--- src/rtl/mod_cipher_stream_if.sv ---
// Stream interface for mod_cipher_stream: character input side and FIFO output side.
interface mod_cipher_stream_if #(
    parameter int DATA_W = 8
);
    logic [1:0]        mode;
    logic [DATA_W-1:0] in_data;
    logic              in_valid;
    logic              in_ready;
    logic [DATA_W-1:0] out_data;
    logic              out_valid;
    logic              out_ready;

    // Producer/consumer side (drives characters, accepts results)
    modport master (
        output mode, in_data, in_valid, out_ready,
        input  in_ready, out_data, out_valid
    );

    // Cipher block side
    modport slave (
        input  mode, in_data, in_valid, out_ready,
        output in_ready, out_data, out_valid
    );
endinterface

--- src/rtl/mod_cipher_stream.sv ---
// Modular add/subtract stream cipher with key FSM, plaintext range check,
// saturating reject counter and a small output FIFO.
module mod_cipher_stream #(
    parameter int                DATA_W     = 8,
    parameter int                P_MOD      = 227,
    parameter logic [DATA_W-1:0] CHAR_LO    = 8'h61,
    parameter logic [DATA_W-1:0] CHAR_HI    = 8'h7A,
    parameter int                FIFO_DEPTH = 4
) (
    input  logic                            clk,
    input  logic                            rst_n,
    input  logic [DATA_W-1:0]               key_in,
    input  logic                            key_load,
    input  logic                            flush,
    mod_cipher_stream_if.slave              bus,
    output logic                            key_ok,
    output logic                            err_invalid_ptxt,
    output logic [7:0]                      err_cnt,
    output logic [$clog2(FIFO_DEPTH):0]     fifo_count
);
    localparam int AW = $clog2(FIFO_DEPTH);
    localparam int CW = AW + 1;
    localparam logic [DATA_W:0] P_MOD_W = (DATA_W+1)'(P_MOD);

    typedef enum logic {ST_NO_KEY = 1'b0, ST_RUN = 1'b1} state_t;

    state_t            state_r;
    logic [DATA_W-1:0] key_r;
    logic [DATA_W-1:0] mem_r [FIFO_DEPTH];
    logic [AW-1:0]     wr_ptr_r;
    logic [AW-1:0]     rd_ptr_r;
    logic [CW-1:0]     count_r;
    logic              err_pulse_r;
    logic [7:0]        err_cnt_r;

    logic              full_s;
    logic              out_valid_s;
    logic              pop_s;
    logic              in_ready_s;
    logic              accept_s;
    logic              legal_s;
    logic              push_s;
    logic              reject_s;
    logic [DATA_W-1:0] result_s;

    // One conditional correction keeps the DATA_W+1 bit result in [0, P_MOD-1].
    function automatic logic [DATA_W-1:0] cipher_f(
        input logic [DATA_W-1:0] ch,
        input logic [DATA_W-1:0] key,
        input logic              dec
    );
        logic [DATA_W:0] t;
        if (dec) begin
            t = {1'b0, ch} - {1'b0, key};
            if (t[DATA_W]) begin
                t = t + P_MOD_W;
            end else if (t >= P_MOD_W) begin
                t = t - P_MOD_W;
            end else begin
                t = t;
            end
        end else begin
            t = {1'b0, ch} + {1'b0, key};
            if (t >= P_MOD_W) begin
                t = t - P_MOD_W;
            end else begin
                t = t;
            end
        end
        return t[DATA_W-1:0];
    endfunction

    // Handshake decode, legality check and cipher datapath.
    always_comb begin
        full_s      = (count_r == CW'(FIFO_DEPTH));
        out_valid_s = (count_r != {CW{1'b0}});
        pop_s       = out_valid_s && bus.out_ready;
        in_ready_s  = (state_r == ST_RUN) && !flush && !key_load && (!full_s || pop_s);
        accept_s    = bus.in_valid && in_ready_s;
        legal_s     = (bus.in_data >= CHAR_LO) && (bus.in_data <= CHAR_HI) &&
                      ((bus.mode == 2'b01) || (bus.mode == 2'b10));
        push_s      = accept_s && legal_s;
        reject_s    = accept_s && !legal_s;
        result_s    = cipher_f(bus.in_data, key_r, bus.mode == 2'b10);
    end

    // Key FSM, FIFO pointers/occupancy and reject bookkeeping.
    always_ff @(posedge clk or negedge rst_n) begin
        if (!rst_n) begin
            state_r     <= ST_NO_KEY;
            key_r       <= {DATA_W{1'b0}};
            wr_ptr_r    <= {AW{1'b0}};
            rd_ptr_r    <= {AW{1'b0}};
            count_r     <= {CW{1'b0}};
            err_pulse_r <= 1'b0;
            err_cnt_r   <= 8'd0;
        end else begin
            if (key_load) begin
                if ({1'b0, key_in} < P_MOD_W) begin
                    key_r   <= key_in;
                    state_r <= ST_RUN;
                end else begin
                    state_r <= ST_NO_KEY;
                end
            end else begin
                state_r <= state_r;
            end

            err_pulse_r <= reject_s;

            if (flush) begin
                wr_ptr_r  <= {AW{1'b0}};
                rd_ptr_r  <= {AW{1'b0}};
                count_r   <= {CW{1'b0}};
                err_cnt_r <= 8'd0;
            end else begin
                if (push_s) begin
                    wr_ptr_r <= wr_ptr_r + AW'(1);
                end
                if (pop_s) begin
                    rd_ptr_r <= rd_ptr_r + AW'(1);
                end
                case ({push_s, pop_s})
                    2'b10:   count_r <= count_r + CW'(1);
                    2'b01:   count_r <= count_r - CW'(1);
                    default: count_r <= count_r;
                endcase
                if (reject_s && (err_cnt_r != 8'hFF)) begin
                    err_cnt_r <= err_cnt_r + 8'd1;
                end
            end
        end
    end

    // FIFO storage write; contents are only visible through the occupancy gate.
    always_ff @(posedge clk) begin
        if (push_s && !flush) begin
            mem_r[wr_ptr_r] <= result_s;
        end
    end

    assign bus.in_ready     = in_ready_s;
    assign bus.out_valid    = out_valid_s;
    assign bus.out_data     = out_valid_s ? mem_r[rd_ptr_r] : {DATA_W{1'b0}};
    assign key_ok           = (state_r == ST_RUN);
    assign err_invalid_ptxt = err_pulse_r;
    assign err_cnt          = err_cnt_r;
    assign fifo_count       = count_r;
endmodule
--- src/flat_wrapper.sv ---
// flat-port wrapper written by rule: the top's interface ports become plain ports
module mod_cipher_stream_flat 
#(
    parameter int                DATA_W     = 8,
    parameter int                P_MOD      = 227,
    parameter logic [DATA_W-1:0] CHAR_LO    = 8'h61,
    parameter logic [DATA_W-1:0] CHAR_HI    = 8'h7A,
    parameter int                FIFO_DEPTH = 4
)
  (clk, rst_n, key_in, key_load, flush, key_ok, err_invalid_ptxt, err_cnt, fifo_count, bus_mode, bus_in_data, bus_in_valid, bus_out_ready, bus_in_ready, bus_out_data, bus_out_valid);
  mod_cipher_stream_if #(.DATA_W(DATA_W)) bus_i ();
  input  logic clk;
  input  logic rst_n;
  input  logic [DATA_W-1:0] key_in;
  input  logic key_load;
  input  logic flush;
  output logic key_ok;
  output logic err_invalid_ptxt;
  output logic [7:0] err_cnt;
  output logic [$clog2(FIFO_DEPTH):0] fifo_count;
  input wire logic [$bits(bus_i.mode)-1:0] bus_mode;
  input wire logic [$bits(bus_i.in_data)-1:0] bus_in_data;
  input wire logic [$bits(bus_i.in_valid)-1:0] bus_in_valid;
  input wire logic [$bits(bus_i.out_ready)-1:0] bus_out_ready;
  output wire logic [$bits(bus_i.in_ready)-1:0] bus_in_ready;
  output wire logic [$bits(bus_i.out_data)-1:0] bus_out_data;
  output wire logic [$bits(bus_i.out_valid)-1:0] bus_out_valid;
  assign bus_i.mode = bus_mode;
  assign bus_i.in_data = bus_in_data;
  assign bus_i.in_valid = bus_in_valid;
  assign bus_i.out_ready = bus_out_ready;
  assign bus_in_ready = bus_i.in_ready;
  assign bus_out_data = bus_i.out_data;
  assign bus_out_valid = bus_i.out_valid;
  mod_cipher_stream #(.DATA_W(DATA_W), .P_MOD(P_MOD), .CHAR_LO(CHAR_LO), .CHAR_HI(CHAR_HI), .FIFO_DEPTH(FIFO_DEPTH)) u_core (.clk(clk), .rst_n(rst_n), .key_in(key_in), .key_load(key_load), .flush(flush), .bus(bus_i), .key_ok(key_ok), .err_invalid_ptxt(err_invalid_ptxt), .err_cnt(err_cnt), .fifo_count(fifo_count));
endmodule
--- config.mk ---
export PLATFORM = sky130hd
export DESIGN_NAME = mod_cipher_stream_flat
export DESIGN_NICKNAME = d
export VERILOG_FILES = /design/src/rtl/mod_cipher_stream_if.sv /design/src/rtl/mod_cipher_stream.sv /design/src/flat_wrapper.sv
export SDC_FILE = /design/constraint.sdc
export NUM_CORES = 1
export LEC_CHECK = 0
export CAP_MARGIN = 0
export CORE_MARGIN = 3
export CORE_UTILIZATION = 35
export DETAILED_ROUTE_END_ITERATION = 7
export HOLD_SLACK_MARGIN = 0.02
export PLACE_DENSITY = 0.52
export SLEW_MARGIN = 20
export SYNTH_ARGS = -nofsm -noshare
export SYNTH_HDL_FRONTEND = slang
export SYNTH_SLANG_ARGS = --single-unit
--- constraint.sdc ---
create_clock -name clk -period 4.45 [get_ports clk]
set_input_delay 0.89 -clock clk [delete_from_list [all_inputs] [get_ports clk]]
set_output_delay 0.89 -clock clk [all_outputs]
set_load 0.02 [all_outputs]
### After elaboration in Yosys (flattened, before gate mapping)

Memory sizes are Yosys's and may differ from the RTL's.
Cells that the tools add are included.

* $add $sub $neg: 10
* magnitude comparators: 5
* multiplexer cells: 16
* reductions and logical operators: 23
* eq/ne operators: 6

Operator list (count)
* two-way mux 8 bit: 7
* greater-or-equal comparator 9 x 8 -> 1 bit (second input constant): 2
* subtractor 8 bit (second input constant): 2
* logical AND 1 bit: 11
* adder 8 x 8 -> 9 bit: 1
* subtractor 8 x 8 -> 9 bit: 1
* adder 8 x 1 -> 8 bit (second input constant): 1
* adder 8 bit (second input constant): 1
* greater-or-equal comparator 8 x 7 -> 1 bit (second input constant): 1
* <= comparator 8 x 7 -> 1 bit (second input constant): 1
* less-than comparator 8 bit (second input constant): 1
* two-way mux 2 bit: 4
* != test 8 bit (second input constant): 1
* case mux 3 bit (2 select lines): 1
* nonzero test 2 bit: 3
* nonzero test 3 bit: 2
* adder 2 x 1 -> 2 bit (second input constant): 2
* equality test 2 x 1 -> 1 bit (second input constant): 2
* equality test 2 bit (second input constant): 2
* logical NOT 1 bit: 4
* adder 3 x 1 -> 3 bit (second input constant): 1
* equality test 3 bit (second input constant): 1
* two-way mux 1 bit: 3
* two-way mux 3 bit: 1
* 3 further kinds: 4

* word-level logic and storage cells: 68
* register bits after elaboration: 25
* output and inout bits: 23
* memories: 1
* RAM bits: 32

Memories
* u_core.mem_r: depth 4, width 8, rd ports 1, clocked after Yosys merged registers in 0, write ports 1, RTL line mod_cipher_stream.sv:29 `logic [DATA_W-1:0] mem_r [FIFO_DEPTH];`

### Logic depth before layout (Yosys ltp)

Gate-level depths: netlist (run 1).

* depth in word-level cells: 9
* depth in mapped cells: 13
* mapped depth without buffers: 13

### Least setup slack after synthesis (run 1)

Ideal clock, no wire load.

* path kind: input port to flip-flop
* start point: input port bus_in_data[0]
* end point: memory u_core.mem_r[0][2] (data pin)
* stages on the path: 13
* data required time: 4.178 ns
* slack: 0.845 ns
* buffers on the path: 0
* arrival time: 3.333 ns
* library setup time: 0.272 ns
* path through: inv_1 -> ha_1 -> inv_1 -> fa_1 -> a211oi_2 -> nor2_1 -> xor2_2 -> or4_4 -> nand3_2 -> o32ai_1 -> xnor2_1 -> mux2_2 -> xnor2_1

* word-level cells in the longest chain between the ends: 5
* elaborated cells between the ends (all ways): 11

RTL lines
* start: declaration: RTL line flat_wrapper.sv:22 `input wire logic [$bits(bus_i.in_data)-1:0] bus_in_data;`
* subtractor 8 x 8 -> 9 bit: RTL line mod_cipher_stream.sv:54 `t = {1'b0, ch} - {1'b0, key};`
* subtractor 8 bit / greater-or-equal comparator 9 x 8 -> 1 bit (equally long branches): RTL line mod_cipher_stream.sv:58, mod_cipher_stream.sv:57
* two-way mux 8 bit: RTL line mod_cipher_stream.sv:57 `end else if (t >= P_MOD_W) begin`
* two-way mux 8 bit: RTL line mod_cipher_stream.sv:55 `if (t[DATA_W]) begin`
* two-way mux 8 bit (*): RTL line mod_cipher_stream.sv:53 `if (dec) begin`
* via u_core.result_s[2]: RTL line mod_cipher_stream.sv:44 `logic [DATA_W-1:0] result_s;`
* end: declaration: RTL line mod_cipher_stream.sv:29

Mark *: on every way through the listed nets, which the timed path passes. The rest lies on a longest branch.

### Worst setup path after layout (run 1)

* start point: input port bus_in_data[0]
* end point: memory u_core.mem_r[1][4] (data pin)

Same word-level chain as after synthesis.

==> metrics.md, run 1 <==
| Metric | Value |
|---|---|
| Area of the multi-input gates | between 0.002 and 0.0025 mm² |
| Overflow after GRT | 0 |
| Initial Util | 36.2% |
| Tmin final | 4.07 ns |
| Register area share after synthesis | 39.9% |
| Final Skew | 0.0110 ns |
| Cell Area, Placed | 0.00463 mm² |
| Initial antenna violation count | 0 |
| IO buf count | 46 |
| First-pass GRT wire length | 15.3 mm |
| DP Worst Slack | 0.0544 ns |
| Yosys warning count | 0 |
| Die width | 113 µm |
| Ant. Diodes | 0 |
| Relative slew margins | 51.7% |
| Post-route DRC | 0 |
| Fillers | 1,024 |
| Final WS setup | 0.379 ns |
| Mapped Nets | 435 |
| DRT Pass-1 Iters | 4 |
| CTS Hold Bufs | 0 |
| GRT Total Usage | 15.1% |
| Die ar. | 0.0127 mm² |
| Core area | 0.0110 mm² |
| Routed WL | roughly 9.0 mm |
| Arr. time, crit path | 4.15 ns |
| Post-Synthesis Cells | between 300 and 400 |
| Post-CTS Repair Setup Buffers | 0 |
| Worst slew pin tran | between 0.7 and 0.8 ns |
| Sink Count | 57 |
| CTS HTree Levels | 3 |
| Main synth FF type | edfxtp_1 |
| Post-synth EDFFs | 32 |
| Asr flop ratio synth | 43.9% |
| CTS Buffer Depth | 2 |
| Unrepaired setup endpoints after global routing | no |
| Leakage Power | 1.91 nW |
| Syn Area/Cell | 10.4 µm² |
| Fmax | 246 MHz |
| Vias in the first global route | between 3,000 and 4,000 |
| I/O Pins | 47 |
| Setup crit end kind | flip-flop |
| DR iter-0 viols | about 150 |
| Design Area, Final | 0.00493 mm² |
| Fraction of layout cells with a size suffix above 1 | 12.5% |
| Via Count | 2,956 |
| Critical Path RT | 4.53 ns |
| Routed Antenna Nets | 0 |
| Synth cell types | 71 |
| Max-cap viol count | 0 |
| Mapped cell area | about 0.004 mm² |
| Peak VDD IR | 208 µV |
| Reg area | 0.00159 mm² |
| Power Density | 434 mW/mm² |
| Setup TNS | 0 ns |
| R2R cell count | 11 |
| CP max FO | 4 |
| DR WL/cell | roughly 15 µm |
| Die Y | approximately 110 µm |
| Resized cells post-CTS | 0 |
| Nets | 489 |
| Synthesis-to-layout area growth | 23.9% |
| Hpwl dp | 6.93 mm |
| #FFs+latches synth | 57 |
| CTS Buf Count | 9 |
| Via/cell ratio | between 5 and 6 |
| Row cnt | 38 |
| Final slew viol count | 0 |
| Hold Vio Cnt, Final | 0 |
| Startpoint Class | input pin |
| Critical path class | in2reg |
| Worst min-delay path category | reg2reg |
| CTS root buffer | clkbuf_16 |
| Clock latency on the worst-skew pair | 0.32 ns |
| Final setup viols | 0 |
| Status | finished, final reports clean |
| Fraction of the cycle the final worst path needs | 91.5% |
| CTS tree | done |
| Gpl congestion | between 0.8 and 0.9 |
| Largest net degree at the start of global routing | 22 |
| Final core occ | 44.9% |
| Clock slew at reported path FFs | roughly 0.060 ns |
| WHS Path Cells | 2 |
kinds of logic after synthesis:
group,synth area share [%]
and+or+nand+nor,17.6
xor gates and xnor gates,8.05
adders and majority gates,9.69
buffers and inverters,3.68
muxes,7.48
AOI/OAI and AO/OA,13.6
DFF,39.9
critical path, stage by stage:
cell and delay, ns:
clkdlybuf4s50_1 0.47, ha_1 0.25, fa_1 0.49, nand2b_4 0.12, a2111oi_2 0.06, nor3_1 0.41, nor4b_1 0.29, o22ai_1 0.20
o21bai_1 0.29, nand3_1 0.13, xnor2_1 0.16, a21oi_1 0.37
per-layer routing:
layer	vias to the layer above	part of all wire, %	GRT usage (%)
met2	55	47	24.2
met5	-	0	0
met4	0	0.30	3.29
li1	1490	-	-
met1	1409	49	20.6
met3	2	3.0	3.88
sequential cells by signal, summed over array words and instances, names as in the netlist:
signal                   cells
u_core.mem_r                32
u_core.err_cnt               8
u_core.key_r                 8
u_core.fifo_count            3
u_core.rd_ptr_r              2
u_core.wr_ptr_r              2
u_core.err_invalid_ptxt      1
u_core.key_ok                1
area by class of cell:
| type | instances | share of cell area, % |
|---|---|---|
| clock buffers | 9 | 4.57 |
| clock inverters | 6 | 1.70 |
| inverters | 22 | 1.68 |
| multi-input cells | 290 | 45.6 |
| flip-flops and latches | 57 | 32.2 |
| well taps | 140 | 3.55 |
| repair buffers | 56 | 10.8 |
final timing paths:
check,from,to,slack [ns]
hold reg to reg,u_core.key_ok,u_core.key_ok,0.52
setup / recovery,bus_in_data[0],u_core.mem_r[1][4],0.38
max in group asynchronous,rst_n,u_core.wr_ptr_r[1],3.44
setup reg to reg,u_core.key_r[0],u_core.mem_r[1][4],1.05
hold / removal,u_core.key_ok,u_core.key_ok,0.52
min in group asynchronous,rst_n,u_core.key_ok,0.53
power breakdown:
part	leakage [nW]	internal, mW	switching [mW]
logic	1.14	0.339	0.437
clock network	0.147	0.483	0.230
registers	0.614	0.625	0.0262
total	1.91	1.45	0.694
Yosys cell counts (3+ instances only):
master / count / area, µm²
nand2b_1: 7 / 43.8
mux2i_1: 5 / 50.1
xor2_1: 13 / 114
ha_1: 26 / 325
nor2b_1: 7 / 43.8
inv_1: 22 / 82.6
a31oi_1: 3 / 18.8
dfrtp_1: 25 / 626
nand4_1: 4 / 25.0
nor3_1: 7 / 35.0
o31ai_1: 6 / 45.0
nand2_1: 20 / 75.1
a21oi_1: 17 / 85.1
fa_1: 3 / 60.1
o21ai_1: 7 / 35.0
o21ai_0: 9 / 45.0
edfxtp_1: 32 / 961
and3_1: 4 / 25.0
buf_2: 3 / 15.0
o211ai_1: 4 / 30.0
a211oi_1: 3 / 22.5
nor2_1: 37 / 139
clkbuf_1: 7 / 26.3
and2_1: 12 / 75.1
xnor2_1: 18 / 158
mux4_2: 8 / 180
mux2_2: 6 / 67.6
or3_1: 7 / 43.8
nand3_1: 10 / 50.1
a21o_1: 3 / 22.5
per-stage QoR:
step | hold WS, ns | power, mW | cells
after floorplan | 0.506 | 1.21 | 382
after global placement | 0.506 | 1.44 | 565
after detailed placement | 0.503 | 1.44 | 565
after CTS | 0.520 | 2.17 | 580
after global routing | 0.556 | 2.28 | 580
final | 0.522 | 2.14 | 580
cells in the final DEF (no fill, tap or decap), types with 8 or more instances in the layout:
cell	count
o21ai_0	9
edfxtp_1	32
clkbuf_16	9
and2_1	12
dfrtp_1	25
nand2_1	20
xor2_1	13
inv_1	22
ha_1	26
clkdlybuf4s50_1	45
xnor2_1	18
nand3_1	10
a21oi_1	17
mux4_2	8
buf_4	10
nor2_1	37
(Power assumes the default switching activity.)
==> inputs of run 2 (changes only) <==
--- a/config.mk
+++ b/config.mk
@@ -9,8 +9,8 @@
 export CORE_MARGIN = 3
 export CORE_UTILIZATION = 35
 export DETAILED_ROUTE_END_ITERATION = 7
+export GPL_TIMING_DRIVEN = 0
 export HOLD_SLACK_MARGIN = 0.02
-export PLACE_DENSITY = 0.52
 export SLEW_MARGIN = 20
 export SYNTH_ARGS = -nofsm -noshare
 export SYNTH_HDL_FRONTEND = slang
==> run 2 against run 1 <==
Compared with the run above: clock power fell by 5.3%; worst hold slack improved by 0.010 ns; sequential share of layout area rose by 0.20 points; largest cell class unchanged.
==> metrics.md, run 2 (synthesis gave the netlist of run 1 again) <==
| Metric | Value |
|---|---|
| WHS Path Cells | 1 (-1) |
| GRT Total Usage | 14.2% (-0.91 points) |
| Die ar. | 0.0127 mm² (unchanged) |
| CTS Buf Count | 9 (unchanged) |
| Worst Hold End | u_core.key_r[3] |
| Worst slew pin tran | 0.804 ns (+0.0842 ns) |
| Routed Antenna Nets | 0 (unchanged) |
| Via/cell ratio | 5.13 (+0.73%) |
| Initial Util | 36.2% (unchanged) |
| Sink Count | 57 (unchanged) |
| Vias in the first global route | 3,012 (-0.53%) |
| Critical hold path startpoint | u_core.key_r[3] |
| Final WS setup | 0.178 ns (-0.201 ns) |
| Design Area, Final | 0.00490 mm² (-0.61%) |
| Most common cell after layout, fill and taps aside | clkdlybuf4s50_1 |
| Hpwl dp | 6.70 mm (-3.4%) |
| Slowest stage delay, CP | 0.48 ns (about the same) |
| Cell Chain, Critical Path | clkdlybuf4s50_1 -> inv_1 -> ha_1 -> inv_1 -> fa_1 -> a211oi_2 -> nor2_1 -> o311ai_1 -> a21oi_1 -> nor3b_1 -> a211o_1 -> o41ai_2 -> nor3_2 -> xor2_1 |
| Core area | 0.0110 mm² (unchanged) |
| Fmax | 234 MHz (-4.7%) |
| Worst r2r dst | u_core.mem_r[3][3] |
| Setup TNS | 0 ns (unchanged) |
| Synthesis-to-layout area growth | 23.1% |
| IO buf count | 45 (-2.2%) |
| Nets | 491 (+0.41%) |
| CTS tree | done |
| Routed WL | 8.60 mm (-4.0%) |
| DRT Pass-1 Iters | 6 (+2) |
| Setup crit end kind | flip-flop |
| First-pass GRT wire length | 14.5 mm (-5.6%) |
| Crit path launch | bus_in_data[0] |
| DR WL/cell | 14.8 µm (-4.5%) |
| Worst Hold Slack | 0.532 ns (+0.0102 ns) |
| Max FFs per register | 32 (unchanged) |
| Final slew viol count | 0 (unchanged) |
| Post-route DRC | 0 (unchanged) |
| CP max FO | 5 (+1) |
| Status | finished, final reports clean |
| Overflow after GRT | 0 (unchanged) |
| Top reg by flops | u_core.mem_r |
| Fillers | 1,051 (+2.6%) |
| Leakage Power | 1.87 nW (-1.6%) |
| Most frequent cells in the layout | clkdlybuf4s50_1 (44), nor2_1 (37), edfxtp_1 (32) |
| Power Density | 427 mW/mm² (-1.8%) |
| I/O Pins | 47 (unchanged) |
| Largest net degree at the start of global routing | 26 (+18%) |
| Dpl cells | 567 (+0.35%) |
| Row cnt | 38 (unchanged) |
| R2R cell count | 12 (+1) |
| Max-cap viol count | 0 (unchanged) |
| Clock latency on the worst-skew pair | 0.32 ns (about the same) |
| Non-filler cells, final | 583 (+0.52%) |
| Final Skew | 0.00598 ns (-0.00504 ns) |
| Die width | 113 µm (unchanged) |
| Crit path max-delay cell type | clkdlybuf4s50_1 |
| Tmin final | 4.27 ns (+0.201 ns) |
| Final core occ | 44.6% (-0.27 points) |
| Final setup viols | 0 (unchanged) |
| Clock slew at reported path FFs | 0.05 ns (about the same) |
| Cell Area, Placed | 0.00460 mm² (-0.57%) |
| Initial antenna violation count | 0 (unchanged) |
| Peak VDD IR | 186 µV (-10%) |
| Total chip power | 2.09 mW (-2.4%) |
| Hold Vio Cnt, Final | 0 (unchanged) |
| CTS HTree Levels | 3 (unchanged) |
| Via Count | 2,993 (+1.3%) |
| Unrepaired setup endpoints after global routing | no |
| Arr. time, crit path | 4.36 ns (+0.21 ns) |
| Reg-to-reg startpoint | u_core.key_r[0] |
| Startpoint Class | input pin |
| CTS root buffer | clkbuf_16 |
| Area of the multi-input gates | 0.00225 mm² (+0.22%) |
| Fraction of layout cells with a size suffix above 1 | 12.0% (-0.54 points) |
| DP Worst Slack | -0.128 ns (-0.182 ns) |
| R2R setup slack | 0.93 ns (-0.12 ns) |
| Critical path class | in2reg |
| Ant. Diodes | 0 (unchanged) |
| CTS Hold Bufs | 0 (unchanged) |
| CTS Buffer Depth | 2 (unchanged) |
| Relative slew margins | 46.4% (-5.3 points) |
| Reg area | 0.00159 mm² (unchanged) |
| Worst min-delay path category | reg2reg |
| Die Y | 113 µm (unchanged) |
| Gpl congestion | 0.838 (-3.2%) |
| Critical Path RT | 4.54 ns (about the same) |
| Fraction of the cycle the final worst path needs | 96.0% (+4.5 points) |
| DR iter-0 viols | 154 (unchanged) |
| Cell mode on critical path | inv_1 |
run 2: timing repair:
item	in CTS	in global routing
setup endpoints to repair	0	6
setup buffers	0	0
endpoints found under the hold margin	0	0
resized for setup	0	1
run 2: power by group:
group,total (mW),internal [mW],switching (mW)
Clock,0.675,0.431,0.243
Combinational,0.775,0.329,0.447
Sequential,0.640,0.625,0.0147
Total,2.09,1.39,0.705
run 2: area by class of cell:
cell class | count | area share [%]
inverters | 22 | 1.69
plain buffers | 13 | 1.30
clock inverters | 7 | 1.43
repair buffers | 45 | 9.09
multi-input cells | 290 | 45.9
well taps | 140 | 3.58
clock buffers | 9 | 4.60
flip-flops and latches | 57 | 32.4
run 2: worst max-delay path by stage:
stage          slack (ns)                 end
5_1_grt              0.03  u_core.mem_r[3][3]
3_5_place_dp        -0.13  u_core.mem_r[1][2]
3_3_place_gp        -0.03  u_core.mem_r[0][2]
4_1_cts              0.19  u_core.mem_r[1][2]
2_1_floorplan        0.85  u_core.mem_r[0][2]
6_report             0.18  u_core.mem_r[3][3]
run 2: per-layer routing:
metal / up-vias / share of wire, % / global-route usage, %
li1: 1500 / - / -
met1: 1419 / 46 / 18.2
met2: 65 / 49 / 23.9
met3: 9 / 4.2 / 2.96
met4: 0 / 1.0 / 4.41
met5: - / 0 / 0
run 2: critical path: cells and delay by family:
kind            cells  cell delay (ns)
compound gates      5             1.14
simple gates        3             0.76
buf+inv             3             0.64
fa+ha+maj           2             0.60
xor+xnor            1             0.34
